==> src/rtl/multicycle_data_path.sv <==
// Multicycle ARM-style datapath: register file, extender, ALU, instruction register and phase FSM
// on a shared req/ack memory port. Optional macro BUS_TIMEOUT_EN adds an ack timeout with a FAULT state.
module multicycle_data_path #(
  parameter int               WIDTH    = 32,
  parameter logic [WIDTH-1:0] RESET_PC = '0,
  parameter int               TIMEOUT  = 16
) (
  input  logic             clk,
  input  logic             reset,
  input  logic [1:0]       RegSrc,
  input  logic             RegWrite,
  input  logic [1:0]       ImmSrc,
  input  logic             ALUSrc,
  input  logic [3:0]       ALUControl,
  input  logic             MemtoReg,
  input  logic             MemWrite,
  input  logic             MemOp,
  input  logic             PCSrc,
  input  logic             cond_ok,
  input  logic [WIDTH-1:0] mem_rdata,
  input  logic             mem_ack,
  output logic             mem_req,
  output logic             mem_we,
  output logic [WIDTH-1:0] mem_addr,
  output logic [WIDTH-1:0] mem_wdata,
  output logic [31:0]      instr,
  output logic [3:0]       ALUFlags,
  output logic [WIDTH-1:0] PC_out,
  output logic [2:0]       state,
  output logic             fault
);
  typedef enum logic [2:0] {
    S_FETCH = 3'd0, S_DECODE = 3'd1, S_EXECUTE = 3'd2, S_MEM = 3'd3, S_WB = 3'd4, S_FAULT = 3'd5
  } state_t;

  if (WIDTH < 32 || TIMEOUT < 1) begin : g_bad_param
    $error("multicycle_data_path: WIDTH must be >= 32 and TIMEOUT >= 1");
  end

  state_t           state_q, state_d;
  logic [WIDTH-1:0] pc_q, a_q, b_q, imm_q, aluout_q, data_q;
  logic [31:0]      instr_q;
  logic [3:0]       flags_q;
  logic [WIDTH-1:0] regs_q [16];

  logic [3:0]       ra1, ra2, rd;
  logic [WIDTH-1:0] r15_val, rd1, rd2, ext_imm, src_b, alu_res, result;
  logic [WIDTH:0]   sum;
  logic             alu_c, alu_v, timeout_hit;

  // pc_q already holds fetch address + 4, so R15 reads as fetch address + 8
  assign r15_val = pc_q + WIDTH'(4);
  assign ra1     = RegSrc[0] ? 4'd15 : instr_q[19:16];
  assign ra2     = RegSrc[1] ? instr_q[15:12] : instr_q[3:0];
  assign rd      = instr_q[15:12];
  assign rd1     = (ra1 == 4'd15) ? r15_val : regs_q[ra1];
  assign rd2     = (ra2 == 4'd15) ? r15_val : regs_q[ra2];
  assign src_b   = ALUSrc ? imm_q : b_q;
  assign result  = MemtoReg ? data_q : aluout_q;

  always_comb begin
    case (ImmSrc)
      2'b00:   ext_imm = {{(WIDTH-8){1'b0}}, instr_q[7:0]};
      2'b01:   ext_imm = {{(WIDTH-12){1'b0}}, instr_q[11:0]};
      2'b10:   ext_imm = {{(WIDTH-26){instr_q[23]}}, instr_q[23:0], 2'b00};
      default: ext_imm = '0;
    endcase
  end

  always_comb begin
    sum     = '0;
    alu_res = '0;
    alu_c   = 1'b0;
    alu_v   = 1'b0;
    case (ALUControl)
      4'b0000: begin
        sum     = {1'b0, a_q} + {1'b0, src_b};
        alu_res = sum[WIDTH-1:0];
        alu_c   = sum[WIDTH];
        alu_v   = (a_q[WIDTH-1] == src_b[WIDTH-1]) && (alu_res[WIDTH-1] != a_q[WIDTH-1]);
      end
      4'b0001: begin
        sum     = {1'b0, a_q} + {1'b0, ~src_b} + {{WIDTH{1'b0}}, 1'b1};
        alu_res = sum[WIDTH-1:0];
        alu_c   = sum[WIDTH];
        alu_v   = (a_q[WIDTH-1] != src_b[WIDTH-1]) && (alu_res[WIDTH-1] != a_q[WIDTH-1]);
      end
      4'b0010: alu_res = a_q & src_b;
      4'b0011: alu_res = a_q | src_b;
      4'b0100: alu_res = a_q ^ src_b;
      4'b0101: alu_res = src_b;
      default: alu_res = '0;
    endcase
  end

  always_comb begin
    state_d = state_q;
    case (state_q)
      S_FETCH:   if (mem_ack) state_d = S_DECODE; else state_d = S_FETCH;
      S_DECODE:  if (cond_ok) state_d = S_EXECUTE; else state_d = S_FETCH;
      S_EXECUTE: if (MemOp) state_d = S_MEM; else state_d = S_WB;
      S_MEM: begin
        if (mem_ack) state_d = MemWrite ? S_FETCH : S_WB;
        else         state_d = S_MEM;
      end
      S_WB:      state_d = S_FETCH;
      S_FAULT:   state_d = S_FAULT;
      default:   state_d = S_FETCH;
    endcase
    if (timeout_hit) state_d = S_FAULT;
    else             state_d = state_d;
  end

`ifdef BUS_TIMEOUT_EN
  localparam int TW = $clog2(TIMEOUT + 1);
  logic          waiting;
  logic [TW-1:0] tcnt_q, tcnt_d;

  assign waiting     = mem_req && !mem_ack;
  assign timeout_hit = waiting && (tcnt_q == TW'(TIMEOUT - 1));
  assign tcnt_d      = (waiting && (state_d == state_q)) ? tcnt_q + TW'(1) : '0;

  always_ff @(posedge clk or negedge reset) begin
    if (!reset) tcnt_q <= '0;
    else        tcnt_q <= tcnt_d;
  end

  assign fault = (state_q == S_FAULT);
`else
  assign timeout_hit = 1'b0;
  assign fault       = 1'b0;
`endif

  always_ff @(posedge clk or negedge reset) begin
    if (!reset) begin
      state_q  <= S_FETCH;
      pc_q     <= RESET_PC;
      instr_q  <= '0;
      flags_q  <= '0;
      a_q      <= '0;
      b_q      <= '0;
      imm_q    <= '0;
      aluout_q <= '0;
      data_q   <= '0;
      for (int i = 0; i < 16; i++) regs_q[i] <= '0;
    end else begin
      state_q <= state_d;
      case (state_q)
        S_FETCH: begin
          if (mem_ack) begin
            instr_q <= mem_rdata[31:0];
            pc_q    <= pc_q + WIDTH'(4);
          end
        end
        S_DECODE: begin
          a_q   <= rd1;
          b_q   <= rd2;
          imm_q <= ext_imm;
        end
        S_EXECUTE: begin
          aluout_q <= alu_res;
          flags_q  <= {alu_res[WIDTH-1], (alu_res == '0), alu_c, alu_v};
        end
        S_MEM: begin
          if (mem_ack) data_q <= mem_rdata;
        end
        S_WB: begin
          // a branch wins over a register write that targets R15
          if (PCSrc)                           pc_q       <= result;
          else if (RegWrite && rd != 4'd15)    regs_q[rd] <= result;
        end
        default: ;
      endcase
    end
  end

  assign mem_req   = reset && (state_q == S_FETCH || state_q == S_MEM);
  assign mem_we    = reset && (state_q == S_MEM) && MemWrite;
  assign mem_addr  = (state_q == S_MEM) ? aluout_q : pc_q;
  assign mem_wdata = b_q;
  assign instr     = instr_q;
  assign ALUFlags  = flags_q;
  assign PC_out    = pc_q;
  assign state     = state_q;
endmodule

==> config.mk <==
export PLATFORM = sky130hd
export DESIGN_NAME = multicycle_data_path
export DESIGN_NICKNAME = d
export VERILOG_FILES = /design/src/rtl/multicycle_data_path.sv
export SDC_FILE = /design/constraint.sdc
export NUM_CORES = 2
export LEC_CHECK = 0
export BUFFER_PORTS_ARGS = -buffer_cell sky130_fd_sc_hd__buf_2
export CAP_MARGIN = 20
export CORE_AREA = 2 2 290 292
export CTS_BUF_LIST = sky130_fd_sc_hd__clkbuf_8
export DETAILED_ROUTE_END_ITERATION = 12
export DIE_AREA = 0 0 292 294
export PLACE_DENSITY = 0.67
export SLEW_MARGIN = 10
export SYNTH_ARGS = -nofsm -noshare
export SYNTH_HDL_FRONTEND = slang
export SYNTH_SLANG_ARGS = --single-unit
==> constraint.sdc <==
create_clock -name clk -period 4.9 [get_ports clk]
set_input_delay 0.49 -clock clk [delete_from_list [all_inputs] [get_ports clk]]
set_output_delay 0.49 -clock clk [all_outputs]
set_load 0.01 [all_outputs]
# [After elaboration in Yosys (flattened, before gate mapping)]
# Cells that the tools add are included.
[totals] reg_bits=743 in_bits=50 word_cells=108
[classes] add_sub_neg=4 magnitude_cmp=4 eq_ne=21 mux=29 bitwise_logic=8 reduce_logical=17
[op_table] operator="512-bit bitwise mux" count=1
[op_table] operator="32-bit 2-to-1 mux" count=12
[op_table] operator="32-bit binary-select mux with 4-bit select" count=2
[op_table] operator="32-bit case mux with 6 select lines" count=1
[op_table] operator="32-bit demux with 4-bit select" count=1
[op_table] operator="32-bit case mux with 3 select lines" count=1
[op_table] operator="32-bit by 32-bit adder with 33-bit output" count=2
[op_table] operator="32-bit case mux with 2 select lines" count=1
[op_table] operator="33-bit by 1-bit adder with 33-bit output (second input constant)" count=1
[op_table] operator="32-bit by 3-bit adder with 32-bit output (second input constant)" count=1
[op_table] operator="32-bit AND" count=1
[op_table] operator="32-bit logical NOT" count=1
[op_table] operator="32-bit inverter" count=1
[op_table] operator="32-bit bitwise OR" count=1
[op_table] operator="32-bit XOR" count=1
[op_table] operator="5-bit greater-or-equal comparator (second input constant)" count=3
[op_table] operator="4-bit inverter with 5-bit output" count=3
[op_table] operator="3-bit case mux with 5 select lines" count=1
[op_table] operator="3-bit 2-to-1 mux" count=3
[op_table] operator="4-bit by 2-bit == test with 1-bit output (second input constant)" count=2
[op_table] operator="4-bit by 3-bit == test with 1-bit output (second input constant)" count=2
[op_table] operator="4-bit == test (second input constant)" count=2
[op_table] operator="4-bit 2-to-1 mux" count=2
[op_table] operator="1-bit logical AND" count=7
[op_table] operator="other kinds (22)" count=30

# [Depth between registers and ports, before layout]
[logic_depth] ltp_word=7 ltp_mapped=18 ltp_nobuf=15

# [Worst setup path after synthesis]
# Ideal clock, no wire load.
[synth_timing] kind="input to register" start="in ALUSrc" end="reg flags_q[2], in the netlist ALUFlags[2]" arrival_ns=4.500 t_required_ns=4.834 slack_ns=0.334 cell_stages=16 cell_sequence="buf_2 buf_2 buf_1 mux2i_1 ha_1 or3b_4 or2_2 a211oi_1 nor2_1 o21ai_0 xor2_1 a2111oi_4 o2111ai_1 nor4_1 and4_1 a41o_1"
[synth_between] elab_chain_len=6
[synth_rtl] item="start: declaration" line_no="13" rtl="input logic ALUSrc,"
[synth_rtl] item="32-bit 2-to-1 mux *" line_no="58" rtl="assign src_b = ALUSrc ? imm_q : b_q;"
[synth_rtl] item="32-bit inverter" line_no="83" rtl="sum = {1'b0, a_q} + {1'b0, ~src_b} + {{WIDTH{1'b0}}, 1'b1};"
[synth_rtl] item="32-bit by 32-bit adder with 33-bit output" line_no="83"
[synth_rtl] item="33-bit by 1-bit adder with 33-bit output" line_no="83"
[synth_rtl] item="32-bit case mux with 6 select lines *" line_no="75" rtl="case (ALUControl)"
[synth_rtl] item="32-bit logical NOT *" line_no="162" rtl="flags_q <= {alu_res[WIDTH-1], (alu_res == '0), alu_c, alu_v};"
[synth_rtl] item="end signal: assignment" line_no="162"
[synth_rtl] item="end: declaration" line_no="43" rtl="logic [3:0] flags_q;"
# Mark *: on every way between the ends. The rest lies on a longest branch, timed or not.
# A chain may end at the register's enable or synchronous reset.

# [Worst setup path in the final report]
[layout_timing] start="reg b_q[0], in the netlist mem_wdata[0]" end="reg flags_q[2], in the netlist ALUFlags[2]"
[layout_between] elab_chain_len=6
[layout_rtl] item="start: declaration" line_no="41" rtl="logic [WIDTH-1:0] pc_q, a_q, b_q, imm_q, aluout_q, data_q;"
[layout_rtl] item="start signal: assignment" line_no="157" rtl="b_q <= rd2;"
[layout_rtl] item="32-bit 2-to-1 mux *" line_no="58"
[layout_rtl] item="32-bit inverter" line_no="83"
[layout_rtl] item="32-bit by 32-bit adder with 33-bit output" line_no="83"
[layout_rtl] item="33-bit by 1-bit adder with 33-bit output" line_no="83"
[layout_rtl] item="32-bit case mux with 6 select lines *" line_no="75"
[layout_rtl] item="32-bit logical NOT *" line_no="162"
# Marked as above.

==> out/results.tsv <==
metric	value	unit
relSlewSlack	0.144	
dp.cells	5785	
drtIter0Drc	4253	
final_net_count	5030	
synth_nets	4905	
cts_htree_levels	3	
clock_latency	0.77	ns
grt_pass1_wl	234000	microns
cts_made_buffers	119	
p_int	0.00919	W
p_seq_frac	0.471	
dp_hpwl	105000	microns
post_cts.repair.setup_buffers	0	
period_minus_slack	4.40	ns
cp-start-kind	register	
synthFlopType	dfrtp_1	
yosys_warnings	0	
cts_sinks	704	
synth_area_leader_cell	dfrtp_1	
syn_area_per_cell	8.69	sq um
end_kind	register	
avgViaCountPerCell	6.35	
regToRegEndpoint	ALUFlags[2]	
timing.rr.start	mem_wdata[0]	
overflow	0	
slew_viol_final	0	
hp-class	in2reg	
p_per_area	265	mW/mm^2
total_power	0.0124	W
avgRoutedWirePerCell	26.1	microns
fin_setup_tns	0	ns
post-route-util	0.563	
cp.arrival	5.10	ns
clk_pin_slew	0.07	ns
timing.fmax	228	MHz
r2r_cells	18	
syn-instance-count	4735	
root_buffer	clkbuf_8	
ir_drop	0.174	mV
drive_gt1_frac	0.164	
vias	38331	
p_clk_frac	0.457	
fin_skew	0.0295	ns
fp.dieW	292	microns
hold_viol_final	0	
antenna_found_initial	7	
die_h	294	microns
synthTopCellsByCount	736 x nand2_1, 704 x dfrtp_1, 516 x a21oi_1, 510 x o21ai_0, 483 x nor2_1	
netSwitchingFraction	0.256	
synth-edff-count	0	
gp_congestion	1.03	
areaGrowthSynthToFinish	13.4	%
worstHoldStart	mem_rdata[0]	
cts_tree	done	
firstDrtPassIters	6	
period_share	0.897	
p_switching	0.00317	W
port_buffers	186	
rsz0062_at_grt	no	
cap_viol_max_count	0	
status	complete, no violations	
yosysMostFrequentCell	nand2_1	
core	0.0829	sq mm
worst_slew_pin_slew	1.27	ns
syn-cell-area	0.0412	sq mm
synthTopCellsByArea	dfrtp_1 43%, nand2_1 6.7%, a21oi_1 6.3%, o21ai_0 6.2%, nor2_1 4.4%	
comb_power_share	0.072	
hold_slack	0.0408	ns
worst-endpoint-required	5.61	ns
worstHoldEndpoint	instr[0]	
postRouteAntennaNets	0	
rows	106	
remaining_drc_errors	0	
min_path_cells	2	
setup_viol_count_final	0	
synth_top_area_frac	0.428	
worstPathMaxFanout	4	
cts_buffer_depth	3	
path_class	reg2reg	
synth_cell_types	82	
grt_max_degree	156	
grt_use_total	0.362	
initial_core_util	0.497	
async_reset_ff_frac	1.00	
ios	188	
grt_pass1_vias	36483	
ys_ff_latch	704	
synth_seq_area_share	0.428	
dieArea	0.0858	sq mm
regToRegSetupSlack	0.50	ns
finalWirelength	158000	microns
stdcell_count	6033	
total_leakage_power	20.8	nW
[stage by stage]
stage | area [sq um] | setup WS [ns]
after floorplan | 41200 | 0.334
after global placement | 43800 | -0.196
after detailed placement | 43800 | -0.202
after CTS | 46600 | 0.131
after global routing | 46700 | 0.230
final | 46700 | 0.505
[layout make-up]
type / instances / area [sq um]
Clock inverter: 58 / 415
Fill cell: 7490 / 36200
Clock buffer: 154 / 2120
Tap cell: 1080 / 1350
Sequential cell: 704 / 17600
Antenna cell: 2 / 5.00
Multi-Input combinational cell: 3536 / 22000
Timing Repair Buffer: 405 / 2850
Inverter: 94 / 353
[power by group through the flow]
stage	Clock (W)	Combinational, W	Sequential [W]
6_report	0.00565	0.000890	0.00582
3_5_place_dp	0	0.000846	0.00592
5_1_grt	0.00597	0.000945	0.00581
2_1_floorplan	0	0.000415	0.00592
4_1_cts	0.00570	0.000869	0.00582
3_3_place_gp	0	0.000847	0.00592
[how the worst max path moves through the flow]
stage                      start     endpoint  slack [ns]  cells after the start
global route           imm_q[12]  ALUFlags[2]        0.23                     16
floorplan                 ALUSrc  ALUFlags[2]        0.33                     16
detailed placement        ALUSrc  ALUFlags[2]       -0.20                     19
global placement          ALUSrc  ALUFlags[2]       -0.20                     19
CTS                 mem_wdata[0]  ALUFlags[2]        0.13                     18
finish              mem_wdata[0]  ALUFlags[2]        0.50                     18
[flip-flops by register name, summed over array words and instances (netlist names), 26 cells and up]
signal	cells
regs_q	480
a_q	32
PC_out	32
aluout_q	32
data_q	32
imm_q	26
instr	32
mem_wdata	32
[critical path, cell delays in order, from the launching register on]
cell and delay, ns:
dfrtp_1 0.40, mux2i_1 0.23, inv_1 0.10, ha_1 0.25
fa_1 0.43, a211oi_1 0.36, buf_4 0.19, nor4_1 0.05
buf_4 0.16, nor4_2 0.46, o21ai_0 0.35, buf_4 0.23
nand2_1 0.07, o31a_1 0.17, xnor2_1 0.12, o221ai_1 0.13
a21oi_1 0.26, and4_1 0.23, a41o_1 0.15
[cell families (layout without fill, tap and decap cells)]
group,after synthesis,count (layout),share of synthesized area
xor+xnor,46,46,0.00979
fa+ha+maj,120,120,0.0368
buf+inv,495,711,0.0460
other cells,1,3,0.0000911
compound gates,1470,1470,0.211
flops,704,704,0.428
mux,328,328,0.106
simple gates,1571,1571,0.162
[what timing repair did]
| item | 4_1_cts | 5_1_grt |
|---|---|---|
| gates resized for setup | 0 | 1 |
| hold buffers | 31 | 0 |
| endpoints found under the setup margin | 0 | 2 |
| endpoints found under the hold margin | 92 | 0 |
[routing by layer]
layer	share of wire	wire length (microns)	up-vias	global-route usage
li1	-	-	17120	-
met5	0.00020	32	-	0
met3	0.10	15900	389	0.0856
met2	0.45	70700	2069	0.560
met1	0.41	64500	18749	0.488
met4	0.041	6470	4	0.151
[layout by cell type, fill, tap and decap left out, types with 14 or more instances in the layout]
cell type	Yosys	final
and2_1	16	14
mux4_2	74	74
mux2_2	119	117
nor3_1	28	25
a21oi_1	516	514
nand4_1	23	23
o21bai_1	14	14
dlygate4sd3_1	0	31
dfrtp_1	704	702
buf_4	2	171
and3_1	43	43
nand2_1	736	733
a211oi_1	24	24
a311oi_1	34	34
a31oi_1	62	62
nor2_1	483	468
o211ai_1	20	20
nand3_1	127	123
o22ai_1	40	40
nand2b_1	18	16
a21o_1	23	23
nor2b_1	24	23
buf_2	18	185
inv_1	94	134
clkbuf_8	0	154
xor2_1	19	19
ha_1	118	118
mux2i_1	135	123
o21ai_0	510	510
a221oi_1	31	31
buf_12	0	14
o221ai_1	96	96
a22oi_1	14	14
xnor2_1	27	27
(Power assumes the default switching activity.)
